File: src/rtl/ds_decim_16_if.sv
// rtl/ds_decim_16_if.sv - decoded-sample valid/ready stream between decimator and consumer
interface ds_decim_16_if #(
  parameter int OUT_W = 16
);
  logic [OUT_W-1:0] dout;
  logic             dout_valid;
  logic             dout_ready;

  modport master (output dout, output dout_valid, input dout_ready);
  modport slave  (input dout, input dout_valid, output dout_ready);
endinterface

File: src/rtl/ds_decim_16.sv
// rtl/ds_decim_16.sv - first-order delta-sigma integrate-and-dump decimator, signed output word
module ds_decim_16 #(
  parameter int DECIM = 256,
  parameter int OUT_W = 16,
  parameter int CNT_W = 9
) (
  input  logic              clk,
  input  logic              rst_n,
  input  logic              clr,
  input  logic              bit_en,
  input  logic              bit_in,
  ds_decim_16_if.master     dout_if,
  output logic              overrun
);

  logic [CNT_W-1:0] win_cnt;
  logic [CNT_W-1:0] ones;
  logic [CNT_W-1:0] ones_final;
  logic [OUT_W-1:0] result;
  logic             win_end;
  logic             slot_free;

  assign win_end    = bit_en && (win_cnt == CNT_W'(DECIM - 1));
  assign ones_final = ones + {{(CNT_W-1){1'b0}}, bit_in};

  // Each one is +1 and each zero is -1: ones - (DECIM - ones) = 2*ones - DECIM.
  assign result    = (OUT_W'(ones_final) << 1) - OUT_W'(DECIM);
  assign slot_free = !dout_if.dout_valid || dout_if.dout_ready;

  always_ff @(posedge clk or negedge rst_n) begin
    if (!rst_n) begin
      win_cnt            <= '0;
      ones               <= '0;
      dout_if.dout       <= '0;
      dout_if.dout_valid <= 1'b0;
      overrun            <= 1'b0;
    end else if (clr) begin
      win_cnt            <= '0;
      ones               <= '0;
      dout_if.dout_valid <= 1'b0;
      overrun            <= 1'b0;
    end else begin
      if (win_end) begin
        win_cnt <= '0;
        ones    <= '0;
      end else if (bit_en) begin
        win_cnt <= win_cnt + 1'b1;
        ones    <= ones_final;
      end

      // A word accepted this cycle frees the slot for a result finishing on the same edge.
      if (win_end) begin
        if (slot_free) begin
          dout_if.dout       <= result;
          dout_if.dout_valid <= 1'b1;
        end else begin
          overrun <= 1'b1;
        end
      end else if (dout_if.dout_valid && dout_if.dout_ready) begin
        dout_if.dout_valid <= 1'b0;
      end
    end
  end

endmodule

File: src/flat_wrapper.sv
// flat-port wrapper written by rule: the top's interface ports become plain ports
module ds_decim_16_flat 
#(
  parameter int DECIM = 256,
  parameter int OUT_W = 16,
  parameter int CNT_W = 9
)
  (clk, rst_n, clr, bit_en, bit_in, overrun, dout_if_dout, dout_if_dout_valid, dout_if_dout_ready);
  ds_decim_16_if #(.OUT_W(OUT_W)) dout_if_i ();
  input  logic clk;
  input  logic rst_n;
  input  logic clr;
  input  logic bit_en;
  input  logic bit_in;
  output logic overrun;
  output wire logic [$bits(dout_if_i.dout)-1:0] dout_if_dout;
  output wire logic [$bits(dout_if_i.dout_valid)-1:0] dout_if_dout_valid;
  input wire logic [$bits(dout_if_i.dout_ready)-1:0] dout_if_dout_ready;
  assign dout_if_dout = dout_if_i.dout;
  assign dout_if_dout_valid = dout_if_i.dout_valid;
  assign dout_if_i.dout_ready = dout_if_dout_ready;
  ds_decim_16 #(.DECIM(DECIM), .OUT_W(OUT_W), .CNT_W(CNT_W)) u_core (.clk(clk), .rst_n(rst_n), .clr(clr), .bit_en(bit_en), .bit_in(bit_in), .dout_if(dout_if_i), .overrun(overrun));
endmodule
File: config.mk
export PLATFORM = sky130hd
export DESIGN_NAME = ds_decim_16_flat
export DESIGN_NICKNAME = d
export VERILOG_FILES = /design/src/rtl/ds_decim_16_if.sv /design/src/rtl/ds_decim_16.sv /design/src/flat_wrapper.sv
export SDC_FILE = /design/constraint.sdc
export NUM_CORES = 1
export LEC_CHECK = 0
export BUFFER_PORTS_ARGS = -buffer_cell sky130_fd_sc_hd__buf_4
export CAP_MARGIN = 20
export CORE_MARGIN = 4
export CORE_UTILIZATION = 39
export DETAILED_ROUTE_END_ITERATION = 8
export PLACE_DENSITY_LB_ADDON = 0.3
export REMOVE_ABC_BUFFERS = 1
export SYNTH_ARGS = -nofsm -noshare
export SYNTH_HDL_FRONTEND = slang
export SYNTH_SLANG_ARGS = --single-unit
export TNS_END_PERCENT = 10
File: constraint.sdc
create_clock -name clk -period 2.9 [get_ports clk]
set_input_delay 0.435 -clock clk [delete_from_list [all_inputs] [get_ports clk]]
set_output_delay 0.435 -clock clk [all_outputs]
set_load 0.01 [all_outputs]
==> impl_metrics.ini <==
[global_routing]
grt_pass1_wl_microns = 5130
globalRouteTotalUtil = 0.126
grt_overflow_total = 0
antenna_found_initial = 0
grt_pass1_vias = 1130
grt_max_degree = 31

[drt]
viasPerCell = 5.15
drt_pass1_iterations = 4
detail-route-antenna-nets = 0
drc = 0
drt-wirelength-per-cell_microns = 14.0
num_vias = 1112
totalWireLength_microns = 3020
drt_iter0_drc = 31

[synthesis]
synth_compound_area_frac = 0.116
yosysUniqueCellTypes = 45
yosys-top-cells-area = dfrtp_1 46%, mux2_2 6.2%, xor2_1 4.3%
synth_xor_area_frac = 0.0755
yosysSeqAreaShare = 0.462
ys_seq_elements = 30
syn_area_per_cell_sq_um = 11.0
synth-edff-count = 0
async_flop_share = 1.00
yosysTopAreaCellShare = 0.462
synth_cells = 148
synthSimpleGateAreaFrac = 0.183
syn_area_sq_mm = 0.00162
muxShareOfSynthArea = 0.0686
synth_top_family_by_area = simple AND/OR/NAND/NOR gates
synthFlopType = dfrtp_1
synth_fa_ha_area_frac = 0.0308
yosysWarnings = 0
synth_area_leader_cell = dfrtp_1

[clock_tree]
cts_made_buffers = 5
clockRootBuffer = clkbuf_8
htree_levels = 2
clk_pin_slew_ps = 70
cts_tree = yes
cts_resized = 0
cts.sinks = 30
cts_buffer_depth = 2
clkLatencyLatePin_ps = 290
cts_hold_buffers = 0
post_cts_buffers = 0

[layout]
layout.nets = 175
drive_gt1_frac = 0.331
syn_to_final_growth_pct = 14.7
fin_area_sq_mm = 0.00186
antenna_cells = 0
fin_util = 0.466
fill_cells = 372

[floorplanning]
boundaryPins = 24
coreArea_sq_mm = 0.00400
die_h_microns = 72.5
die-area_sq_mm = 0.00526
fp.dieW_microns = 72.5
start_util = 0.406
num_rows = 23

[sta]
rsz0062_at_grt = no
drv_slew = 0
setup_viol = 0
fin_worst_skew_ps = 9.95
final.setup.tns_ps = 0
period_share = 0.628
min_period_ps = 1820
fmax_mhz = 549
hold_violations = 0

[critical_path]
cpMaxStageDelayCell = dfrtp_1
path_class = reg -> reg
startpoint_type = flip-flop
crit_buf_inv = 0
cp_cell_sequence = ha_1, nand4_2, nor3_1, xnor2_1, ha_1, mux2_2
critPathMaxStageDelay_ps = 390
endpoint_kind = flip-flop
ff2ff_setup_slack_ps = 1080
critical-path-top-delay-family = simple AND/OR/NAND/NOR gates
critPathRequiredTime_ps = 3070
cp_common_cell = ha_1
arrival_ps = 1990
critical_path.max_fanout = 6

[job]
max-cap-violations = 0

[place]
place.gp.congestion = 0.799
postPlaceCellArea_sq_mm = 0.00177
port_buffers = 22
hpwl_microns = 2210

[status]
status = finished, final reports clean

[pwr]
irDropWorstVdd_mv = 0.338
p_leak_nw = 0.901
p_per_area_mw_per_mm2 = 442

[min_path]
hold_path_class = in -> async
==> worst register-to-register path: cells and delay by family (launching register included) <==
family	cells	cell delay, ps
AND/OR/NAND/NOR	2	500
adder cells (fa/ha/maj)	2	410
flip-flops	1	390
multiplexers	1	250
XOR/XNOR	1	150
==> kinds of logic after synthesis <==
family,after synthesis
simple gates,50
other cells,1
flops,30
mux,10
compound gates,23
buf+inv,16
fa+ha+maj,4
xor+xnor,14
==> layout by cell type (no fill, tap or decap), types with 5 or more instances in the layout <==
cell	synthesis	final
nand3_1	5	5
dfrtp_1	30	30
nor2_1	10	10
xnor2_1	6	6
xor2_1	8	8
buf_4	7	22
mux2_2	9	9
clkbuf_8	0	6
nand2_1	15	15
==> path summary, 6_finish.rpt <==
check	from	to	cells past startpoint
worst max-delay path	u_core.ones[0]$_DFFE_PN0P_	u_core.dout_if.dout[14]$_DFFE_PN0P_	6
worst min-delay path	rst_n	u_core.dout_if.dout[4]$_DFFE_PN0P_	1
worst max register to register	u_core.ones[0]$_DFFE_PN0P_	u_core.dout_if.dout[14]$_DFFE_PN0P_	6
worst min register to register	u_core.overrun$_DFFE_PN0P_	u_core.overrun$_DFFE_PN0P_	2
max in group asynchronous	rst_n	u_core.win_cnt[7]$_DFFE_PN0P_	1
min in group clk	clr	u_core.ones[4]$_DFFE_PN0P_	2
==> per-stage QoR <==
step	std cells	power, mW	hold WS (ps)	setup WS [ps]
floorplan	136	0.457	139	1240
global placement	208	0.479	377	1060
detailed placement	208	0.481	389	942
CTS	216	0.834	75.7	1070
global route	216	0.861	87.3	956
finish	216	0.823	63.3	1080
==> registers in the layout, indices dropped and copies added, names as in the netlist <==
| name | cells |
|---|---|
| u_core.dout_if.dout | 10 |
| u_core.ones | 9 |
| u_core.win_cnt | 9 |
| u_core.dout_if.dout_valid | 1 |
| u_core.overrun | 1 |
==> routing by layer <==
metal | GRT usage | up-vias | part of all wire | wire length (microns)
li1 | - | 541 | - | -
met1 | 0.148 | 538 | 0.46 | 1390
met2 | 0.206 | 28 | 0.47 | 1410
met3 | 0.0402 | 5 | 0.056 | 170
met4 | 0.0615 | 0 | 0.016 | 48
met5 | 0 | - | 0 | 0
==> cell type report <==
class                      count  area (sq um)  area share
tap                           50          62.6      0.0336
clock inverter                 2          12.5     0.00672
sequential                    30           751       0.403
multi-input combinational    102           774       0.416
timing repair buffer          22           165      0.0886
inverter                       4          15.0     0.00806
clock buffer                   6          82.6      0.0443
==> report_power, final <==
group / internal, mW / leakage [nW] / switching [mW]
Combinational: 0.0152 / 0.442 / 0.0296
Clock: 0.190 / 0.0472 / 0.160
Sequential: 0.423 / 0.412 / 0.00467
==> synth_stat cells, drive strengths merged (4+ instances only) <==
| library cell | number |
|---|---|
| inv | 4 |
| a21oi | 5 |
| nand3 | 5 |
| nand2 | 15 |
| xor2 | 8 |
| dfrtp | 30 |
| mux2 | 9 |
| buf | 10 |
| a31oi | 4 |
| xnor2 | 6 |
| o21ai | 5 |
| nor2 | 10 |
| ha | 4 |
| nand4 | 4 |
Power figures use the tool's default switching activity.
